**src/rtl/md_sequencer.sv**
```systemverilog
// md_sequencer
//   Sequences multi-cycle multiply/divide operations for the E stage. On a
//   start it pulses dp_go for one cycle with the latched operands, holds busy
//   for the configured latency, then commits the external datapath results
//   into the architectural HI/LO registers. Also handles mthi/mtlo writes and
//   generates the F/D stall for instructions that touch HI/LO.
//
//   Ports
//     clk, reset           clock, synchronous active-high reset
//     op_valid, op         E-stage MD-class op and its code
//     rs_val, rt_val       forwarded operands
//     flush                cancel the same-cycle E-stage op
//     d_uses_hilo          D-stage instruction reads or writes HI/LO
//     dp_hi, dp_lo         results from the external MD datapath
//     dp_go, dp_kind       launch pulse and launched op kind
//     dp_a, dp_b           operands latched at launch
//     busy, stall          op in flight / freeze F and D
//     hi, lo               architectural HI/LO
//
//   state | meaning
//   IDLE  | no operation in flight; accepts starts and mthi/mtlo
//   RUN   | waiting for datapath latency to expire; commits when counter is 0
module md_sequencer #(
    parameter int MULT_LAT = 5,
    parameter int DIV_LAT  = 10
) (
    input  logic        clk,
    input  logic        reset,
    input  logic        op_valid,
    input  logic [3:0]  op,
    input  logic [31:0] rs_val,
    input  logic [31:0] rt_val,
    input  logic        flush,
    input  logic        d_uses_hilo,
    input  logic [31:0] dp_hi,
    input  logic [31:0] dp_lo,
    output logic        dp_go,
    output logic [1:0]  dp_kind,
    output logic [31:0] dp_a,
    output logic [31:0] dp_b,
    output logic        busy,
    output logic        stall,
    output logic [31:0] hi,
    output logic [31:0] lo
);

    localparam int MAX_LAT = (MULT_LAT > DIV_LAT) ? MULT_LAT : DIV_LAT;
    localparam int CW      = (MAX_LAT > 2) ? $clog2(MAX_LAT) : 1;

    localparam logic [CW-1:0] MULT_LOAD = CW'(MULT_LAT - 1);
    localparam logic [CW-1:0] DIV_LOAD  = CW'(DIV_LAT - 1);

    typedef enum logic {S_IDLE = 1'b0, S_RUN = 1'b1} state_t;

    state_t        state_q, state_d;
    logic [CW-1:0] cnt_q, cnt_d;
    logic          dp_go_q, dp_go_d;
    logic [1:0]    kind_q, kind_d;
    logic [31:0]   a_q, a_d;
    logic [31:0]   b_q, b_d;
    logic          divz_q, divz_d;
    logic [31:0]   hi_q, hi_d;
    logic [31:0]   lo_q, lo_d;

    logic is_md, is_div, accept, start, commit;

    assign is_md  = (op == 4'd1) || (op == 4'd2) || (op == 4'd3) || (op == 4'd4);
    assign is_div = (op == 4'd3) || (op == 4'd4);
    // Any E-stage op is only honoured when idle and not flushed.
    assign accept = op_valid && !flush && (state_q == S_IDLE);
    assign start  = accept && is_md;
    assign commit = (state_q == S_RUN) && (cnt_q == '0);

    // State register
    always_ff @(posedge clk) begin
        if (reset) begin
            state_q <= S_IDLE;
        end else begin
            state_q <= state_d;
        end
    end

    // Next-state logic
    always_comb begin
        state_d = state_q;
        case (state_q)
            S_IDLE: if (start)  state_d = S_RUN;
            S_RUN:  if (commit) state_d = S_IDLE;
            default:            state_d = S_IDLE;
        endcase
    end

    // Output logic
    always_comb begin
        busy  = (state_q == S_RUN);
        stall = d_uses_hilo && ((state_q == S_RUN) || start);
    end

    // Datapath next-state
    always_comb begin
        cnt_d   = cnt_q;
        dp_go_d = start;
        kind_d  = kind_q;
        a_d     = a_q;
        b_d     = b_q;
        divz_d  = divz_q;
        hi_d    = hi_q;
        lo_d    = lo_q;

        if (start) begin
            cnt_d  = is_div ? DIV_LOAD : MULT_LOAD;
            // ops 1..4 map onto kinds 0..3 by dropping one from the low bits
            kind_d = op[1:0] - 2'd1;
            a_d    = rs_val;
            b_d    = rt_val;
            divz_d = is_div && (rt_val == 32'd0);
        end else if ((state_q == S_RUN) && (cnt_q != '0)) begin
            cnt_d = cnt_q - CW'(1);
        end

        // Commit wins over mthi/mtlo; the two cannot coincide since accept
        // requires IDLE, but the ordering keeps that explicit.
        if (commit) begin
            if (!divz_q) begin
                hi_d = dp_hi;
                lo_d = dp_lo;
            end
        end else if (accept && (op == 4'd5)) begin
            hi_d = rs_val;
        end else if (accept && (op == 4'd6)) begin
            lo_d = rs_val;
        end
    end

    always_ff @(posedge clk) begin
        if (reset) begin
            cnt_q   <= '0;
            dp_go_q <= 1'b0;
            kind_q  <= 2'd0;
            a_q     <= 32'd0;
            b_q     <= 32'd0;
            divz_q  <= 1'b0;
            hi_q    <= 32'd0;
            lo_q    <= 32'd0;
        end else begin
            cnt_q   <= cnt_d;
            dp_go_q <= dp_go_d;
            kind_q  <= kind_d;
            a_q     <= a_d;
            b_q     <= b_d;
            divz_q  <= divz_d;
            hi_q    <= hi_d;
            lo_q    <= lo_d;
        end
    end

    assign dp_go   = dp_go_q;
    assign dp_kind = kind_q;
    assign dp_a    = a_q;
    assign dp_b    = b_q;
    assign hi      = hi_q;
    assign lo      = lo_q;

endmodule
```
**config.mk**
```make
export PLATFORM = sky130hd
export DESIGN_NAME = md_sequencer
export DESIGN_NICKNAME = d
export VERILOG_FILES = /design/src/rtl/md_sequencer.sv
export SDC_FILE = /design/constraint.sdc
export NUM_CORES = 1
export LEC_CHECK = 0
export CAP_MARGIN = 20
export CORE_MARGIN = 3
export CORE_UTILIZATION = 28
export DETAILED_ROUTE_END_ITERATION = 12
export PLACE_DENSITY = 0.71
export SLEW_MARGIN = 20
export SYNTH_ARGS = -nofsm -noshare
export SYNTH_HDL_FRONTEND = slang
export SYNTH_SLANG_ARGS = --single-unit
```
**constraint.sdc**
```tcl
create_clock -name clk -period 2.6 [get_ports clk]
set_input_delay 0.26 -clock clk [delete_from_list [all_inputs] [get_ports clk]]
set_output_delay 0.26 -clock clk [all_outputs]
set_load 0.02 [all_outputs]
```
# After elaboration in Yosys (flattened, before gate mapping)
# Cells that the tools add are included.
# W data, S select, Z words.
[classes]
eq_ne = 8
shifts = 0
reduce_logical = 23
muxes = 13
mul = 0
bitwise = 1
div = 0
n_lt_le_gt_ge = 0
addsub = 2
[ops]
columns = ["operator", "count"]
rows = [
  ["$mux W32", 7],
  ["$logic_not A32 Y1", 1],
  ["$eq A4 B3 Y1 const B", 3],
  ["$mux W4", 3],
  ["$logic_and A1 B1 Y1", 9],
  ["$eq A4 B2 Y1 const B", 2],
  ["$reduce_bool A2 Y1", 3],
  ["$logic_or A1 B1 Y1", 5],
  ["$eq A4 B1 Y1 const B", 1],
  ["$logic_not A4 Y1", 1],
  ["$ne A2 B2 Y1 const B", 2],
  ["$reduce_bool A4 Y1", 1],
  ["$sub A4 B1 Y4 const B", 1],
  ["$reduce_and A3 Y1", 1],
  ["$mux W1", 2],
  ["$pmux W1 S2", 1],
  ["$reduce_and A2 Y1", 1],
  ["$sub A2 B1 Y2 const B", 1],
  ["$logic_not A1 Y1", 1],
  ["$not A1 Y1", 1],
]
[totals]
elab_cells = 56
rom_bits = 0
reg_bits = 137
mem_bits_rw = 0
output_inout_bits = 133
in_bits = 137
latch_bits = 0
n_memories = 0

# Longest topological paths before layout
# Gate-level depths: netlist of run 1.
[logic_depth]
word_depth = 7
depth_mapped = 8

# Worst setup path before layout of run 1
# OpenSTA, ideal clock, no wires.
[synth_path]
kind = "register to register"
from = "reg state_q, in the netlist busy"
to = "reg cnt_q[3]"
path_slack_ns = 0.682
setup_ns = 0.117
arrival_time_ns = 1.801
stages_incl_launch_ff = 5
cell_sequence = "dfxtp_1 -> or4b_4 -> or3_1 -> a22o_1 -> a32o_1"
[synth_via]
elab_chain_len = 4
elab_cells_between_ends = 6
cone_classes = "mux: 1; bitwise: 1; reduce/logical: 4"
[synth_rtl]
columns = ["element", "line", "text"]
rows = [
  ["start: declaration", "55", "state_t state_q, state_d;"],
  ["start signal: assignment", "79", "state_q <= state_d;"],
  ["$not A1 Y1", "70", "assign accept = op_valid && !flush && (state_q == S_IDLE);"],
  ["$logic_and A1 B1 Y1", "70", ""],
  ["$logic_and A1 B1 Y1", "71", "assign start = accept && is_md;"],
  ["$mux W4 / $reduce_bool A2 Y1 (equally long branches)", "-", ""],
  ["end signal: assignment", "146", "cnt_q <= cnt_d;"],
  ["end: declaration", "56", "logic [CW-1:0] cnt_q, cnt_d;"],
]
# Parallel ways exist; a longest one is shown, timed or not.
# A chain may end at the register's enable or synchronous reset.

# Final worst setup path of run 1
[layout_path]
from = "in op[0]"
to = "out stall"
[layout_via]
elab_chain_len = 7
elab_cells_between_ends = 10
cone_classes = "eq/ne: 4; reduce/logical: 6"
[layout_rtl]
columns = ["element", "line", "text"]
rows = [
  ["start: declaration", "30", "input logic [3:0] op,"],
  ["$eq A4 B1 Y1 / $eq A4 B2 Y1 (equally long branches)", "67", "assign is_md = (op == 4'd1) || (op == 4'd2) || (op == 4'd3) || (op == 4'd4);"],
  ["$logic_or A1 B1 Y1 (2 in a row)", "67", ""],
  ["$logic_or A1 B1 Y1 (*)", "67", ""],
  ["$logic_and A1 B1 Y1 (*)", "71", ""],
  ["$logic_or A1 B1 Y1 (*)", "96", "stall = d_uses_hilo && ((state_q == S_RUN) || start);"],
  ["$logic_and A1 B1 Y1 (*)", "96", ""],
  ["end: declaration", "42", "output logic stall,"],
]
# Every way passes the cells marked *; elsewhere a longest branch is shown, timed or not.

==> flow_summary.toml, run 1 <==
[timing]
clock.fmax_mhz = 427.6
skew_ns = 0.008166
rsz0062_at_grt = "false"
finalMaxSlewViolations = 0
final.setup.tns_ns = 0
relSlewSlack_pct = 57.62
finalCriticalPeriod_ns = 2.339
tightest_slew_ns = 0.6358
final_min_period_over_clock_period_pct = 89.94
finalSetupViolCount = 0
finalHoldViolCount = 0

[synthesis]
synth_top_area_share_pct = 50.44
ys_seq_area_share_pct = 50.44
syn_area_per_cell_sq_um = 10.85
syn_area_sq_um = 5438
ys_ff_latch = 137
synth_common_cells = "dfxtp_1, a22o_1, a211oi_1, mux2i_1, nor2_1"
yosysMostFrequentCell = "dfxtp_1"
synthTopCellsByArea = "dfxtp_1, mux2i_1, a22o_1"
synth_edf_count = 0
syn-num-nets = 644
synth_flop_cell = "dfxtp_1"
netlist-cell-type-count = 39
synth_warnings = 0
ys_async_sr_fraction_pct = 0
syn_inst = 501
yosys.area.top_type = "dfxtp_1"

[route]
post_drt_via_cell_ratio = 4.774
drt_iter0_drc = 187
drc = 0
routed_wl_microns = 18210
wl_per_cell_microns = 17.56
ant_nets = 0
via_count = 4951
first_pass_iters = 4

[placed_design]
place.gp.congestion = 0.7929
port_buffers = 269
hpwl_microns = 12990

[setup_path]
regToRegEndpoint = "dp_a[27]"
cp-start-kind = "input pin"
worstReg2RegStart = "busy"
critPathCaptureType = "output pin"
reg2reg_depth = 5
crit_slowest_cell = "clkdlybuf4s50_1"
critPathKind = "input pin to output pin"
critical_path_arrival_ns = 2.08
crit_chain = "clkdlybuf4s50_1, inv_1, ha_1, nor4_2, nor3_4, o21a_1, dlygate4sd2_1"
reg2reg_slack_ns = 0.60
cpPeakStageDelay_ns = 0.47
worstPathMaxFanout = 3
cp_data_required_time_ns = 2.34

[floorplan]
io_pins = 270
die_x_microns = 145.4
die_area_sq_um = 21130
die_y_microns = 145.4
core_sq_um = 18890
rows = 50
initial_core_util_pct = 28.78

[clock_network]
clock_path_buffers = 2
clkSlewWorstSetupHoldPaths_ns = 0.06
cts_tree = "built"
clock_latency_ns = 0.41
cts_root_buf = "clkbuf_16"
postCtsHoldBufs = 0
cts_buffers = 17
clock_sinks = 137
cts-htree-levels = 4

[power]
clkPwrFrac_pct = 45.8
power_frac_seq_pct = 40.9
combinationalPowerShare_pct = 13.4
finalPower_w = 0.005376
p_sw_w = 0.001354
power.density_nw_per_um2 = 594.1
p_int_w = 0.004022
p_leak_nw = 3.109
swShare_pct = 25.19
peakVddDrop_v = 0.0003993

[hold_path]
min_from = "reset"
hold_class = "input pin to flip-flop"
holdPathEnd = "cnt_q[0]"
min_path_cells = 2

[grt]
grt_max_degree = 67
grt.overflow.total = 0
grt_pass1_wl_microns = 28860
antenna_found_initial = 0
grt_usage_pct = 17.05
first_global_vias = 5067

[final_layout]
multiInputGateArea_sq_um = 2437
drive_gt1_share_pct = 8.623
area_growth_pct = 66.41
n_fill_cell = 1807
seq_area_sq_um = 2743
nNetsFinal = 907
antenna_cells = 0

[run_status]
status = "finished clean"

[flow_run]
max_cap_viol_count = 0
==> sequential cells by signal (all words and copies together) (netlist names) <==
signal,flops
cnt_q,4
dp_a,32
busy,1
divz_q,1
lo,32
dp_go,1
hi,32
dp_b,32
dp_kind,2
==> power by group through the flow <==
stage | clock network [W] | logic [W] | registers, W
after floorplan | 0 | 0.000216 | 0.00232
after global placement | 0 | 0.000720 | 0.00224
after detailed placement | 0 | 0.000724 | 0.00224
after CTS | 0.00252 | 0.000727 | 0.00220
after global routing | 0.00263 | 0.000772 | 0.00220
final | 0.00246 | 0.000718 | 0.00220
==> what timing repair did <==
action                                  in CTS  in global routing
endpoints found under the setup margin       1                  0
resized for setup                            1                  0
setup buffers                                0                  0
==> logic make-up (layout without fill, tap and decap cells) <==
logic type | Yosys count | in the layout | share of synthesized area [%]
buffers and inverters | 53 | 329 | 5.039
AO/OA/AOI/OAI | 174 | 174 | 24.23
flip-flops | 137 | 137 | 50.44
XOR/XNOR | 2 | 2 | 0.3222
AND/OR/NAND/NOR | 64 | 64 | 6.604
adder cells (fa/ha/maj) | 6 | 6 | 1.381
multiplexers | 65 | 65 | 11.99
==> area by class of cell <==
type | count | share of cell area (%)
clock buffers | 18 | 4.853
clock inverters | 14 | 1.756
inverters | 7 | 0.2904
multi-input cells | 311 | 26.94
flip-flops and latches | 137 | 30.31
well taps | 260 | 3.595
repair buffers | 290 | 32.26
==> critical path, delay by kind of cell <==
kind / cells / cell delay [ns]
buffers and inverters: 3 / 0.86
AND/OR/NAND/NOR: 2 / 0.56
adder cells (fa/ha/maj): 1 / 0.22
AO/OA/AOI/OAI: 1 / 0.17
==> per-layer routing <==
layer	wire length, microns	up-vias	share of wire, %	track usage (%)
met2	8115	192	45	26.59
met5	0	-	0	0
met4	332	0	1.8	5.508
met3	1594	20	8.8	6.851
li1	-	2443	-	-
met1	8166	2296	45	21.64
==> metrics by stage <==
step           std cells  setup slack, ns  area (sq um)  util (%)  hold WS [ns]
2_1_floorplan        501           0.6819          5438         -        0.3855
3_3_place_gp        1005          0.01512          8452     44.74        0.4606
3_5_place_dp        1005          0.03374          8452     44.74        0.4631
4_1_cts             1037           0.2523          9049     47.89        0.3096
5_1_grt             1037           0.1774          9049     47.89        0.3433
6_report            1037           0.2615          9049     47.89        0.3162
==> how the worst max path moves through the flow <==
| stage | from | endpoint | slack (ns) | cells past startpoint |
|---|---|---|---|---|
| 3_5_place_dp | op[0] | stall | 0.03 | 7 |
| 5_1_grt | op[0] | stall | 0.18 | 7 |
| 4_1_cts | op[0] | stall | 0.25 | 7 |
| 6_report | op[0] | stall | 0.26 | 7 |
| 3_3_place_gp | op[0] | stall | 0.02 | 7 |
| 2_1_floorplan | busy | cnt_q[3] | 0.68 | 4 |
==> cells in the final DEF, fill, tap and decap left out, drive strengths merged, types with 3 or more instances in the layout <==
cell           count
clkbuf            18
a32o               3
nor4               9
nor3               4
clkinv             4
a22o              68
mux2i             64
inv               13
nor2              36
clkdlybuf4s50    267
ha                 6
dfxtp            137
buf               22
a211oi            64
a21oi             34
nand3              3
(Power assumes the default switching activity.)
==> inputs of run 2 (changes only) <==
Settings changed: CORE_UTILIZATION 28 to 40, PLACE_DENSITY 0.71 to 0.92.
==> run 2 against run 1 <==
Routed wire length grew 0.98%. Design area shrank 2.5%. Sequential power is essentially flat. Critical path type unchanged.
==> flow_summary.toml, run 2 (synthesis results as in run 1) <==
[placed_design]
hpwl_microns = 13310
port_buffers = 269
place.gp.congestion = 0.7924

[timing]
timing.hold.ws_ns = 0.2810
finalCriticalPeriod_ns = 2.388
finalMaxSlewViolations = 0
finalHoldViolCount = 0
skew_ns = 0.01066
finalSetupViolCount = 0
clock.fmax_mhz = 418.8
tightest_slew_ns = 0.6614
relSlewSlack_pct = 55.79
final.setup.tns_ns = 0
final_min_period_over_clock_period_pct = 91.85
rsz0062_at_grt = "false"

[floorplan]
io_pins = 270
die_x_microns = 122.6
core_sq_um = 12930
initial_core_util_pct = 42.06
die_y_microns = 122.6
rows = 41
die_area_sq_um = 15030

[route]
wl_per_cell_microns = 19.48
routed_wl_microns = 18390
post_drt_via_cell_ratio = 5.488
via_count = 5181
first_pass_iters = 4
drc = 0
ant_nets = 0
drt_iter0_drc = 267

[final_layout]
area_growth_pct = 62.24
final_cell_mix = "clkdlybuf4s50_1, dfxtp_1, a22o_1"
utilization_pct = 68.24
seq_area_sq_um = 2743
antenna_cells = 0
n_fill_cell = 980
nNetsFinal = 902
multiInputGateArea_sq_um = 2431
mostFrequentLayoutCell = "clkdlybuf4s50_1"
drive_gt1_share_pct = 7.642

[setup_path]
cp_data_required_time_ns = 2.34
cp-start-kind = "input pin"
critical_path_arrival_ns = 2.13
worstSetupStartpoint = "op[0]"
critPathKind = "input pin to output pin"
worstPathMaxFanout = 3
worstReg2RegStart = "busy"
critPathCaptureType = "output pin"

[run_status]
status = "finished clean"

[hold_path]
hold_class = "input pin to flip-flop"
min_from = "reset"

[power]
peakVddDrop_v = 0.0003433
p_leak_nw = 3.047
power.density_nw_per_um2 = 587.7

[clock_network]
cts_root_buf = "clkbuf_16"
cts_buffers = 17
clkSlewWorstSetupHoldPaths_ns = 0.06
clock_latency_ns = 0.42
cts_tree = "built"
clock_path_buffers = 2
clock_sinks = 137
cts-htree-levels = 4
postCtsHoldBufs = 0

[grt]
grt_usage_pct = 24.04
grt_max_degree = 68
first_global_vias = 5398
grt_pass1_wl_microns = 28250
antenna_found_initial = 0
grt.overflow.total = 0

[flow_run]
max_cap_viol_count = 0
==> run 2: changes by cell type in the layout (fill, tap and decap cells not counted), sizes merged <==
cell / change
bufinv: -1
buf: -5
clkinvlp: +1
clkinv: +2
inv: -2
==> run 2: cell type report <==
| class | instances | share of cell area (%) |
|---|---|---|
| timing repair buffer | 285 | 32.38 |
| sequential | 137 | 31.09 |
| multi-input combinational | 311 | 27.56 |
| clock buffer | 18 | 4.865 |
| tap | 172 | 2.439 |
| clock inverter | 14 | 1.376 |
| inverter | 7 | 0.2978 |
==> run 2: final timing paths <==
check,endpoint,slack (ns),depth (start not counted)
max,stall,0.21,8
min,cnt_q[1],0.28,3
max reg2reg,lo[10],0.45,5
min reg2reg,dp_a[21],0.48,1
==> run 2: critical path: stages <==
cell and delay (ns):
clkdlybuf4s50_1 0.51, inv_1 0.09, ha_1 0.24, nor4_2 0.28, buf_4 0.19, nor3_4 0.05, o21a_1 0.19, dlygate4sd2_1 0.31
==> run 2: what timing repair did <==
action | in CTS | in global routing
endpoints found under the setup margin | 1 | 0
gates resized for setup | 1 | 0
buffers inserted | 1 | 0
==> run 2: stage by stage <==
step	power, W	cells	instance area (sq um)	worst slack, ns
global placement	0.002936	911	8265	0.04665
CTS	0.005212	944	8822	0.1978
floorplan	0.002534	501	5438	0.6819
detailed placement	0.002960	911	8265	-0.02607
global route	0.005350	944	8822	0.1276
finish	0.005185	944	8822	0.2120
==> run 2: power breakdown <==
part | internal [W] | total, W | leakage (nW) | switching (W)
combinational | 0.000389 | 0.000716 | 1.67 | 0.000327
sequential | 0.00216 | 0.00220 | 1.11 | 0.0000386
clock | 0.00132 | 0.00227 | 0.267 | 0.000949
==> run 2: metal layers <==
layer,up-vias,wire [microns],track usage (%)
met3,45,1491,7.097
li1,2433,-,-
met1,2461,7084,27.55
met5,-,0,0
met2,242,9292,41.74
met4,0,519,10.08
==> inputs of run 3 (changes only) <==
Settings changed: CAP_MARGIN 20 to 25.
==> results of run 3 <==
The final DEF is identical to that of run 2; final timing and power are the same.
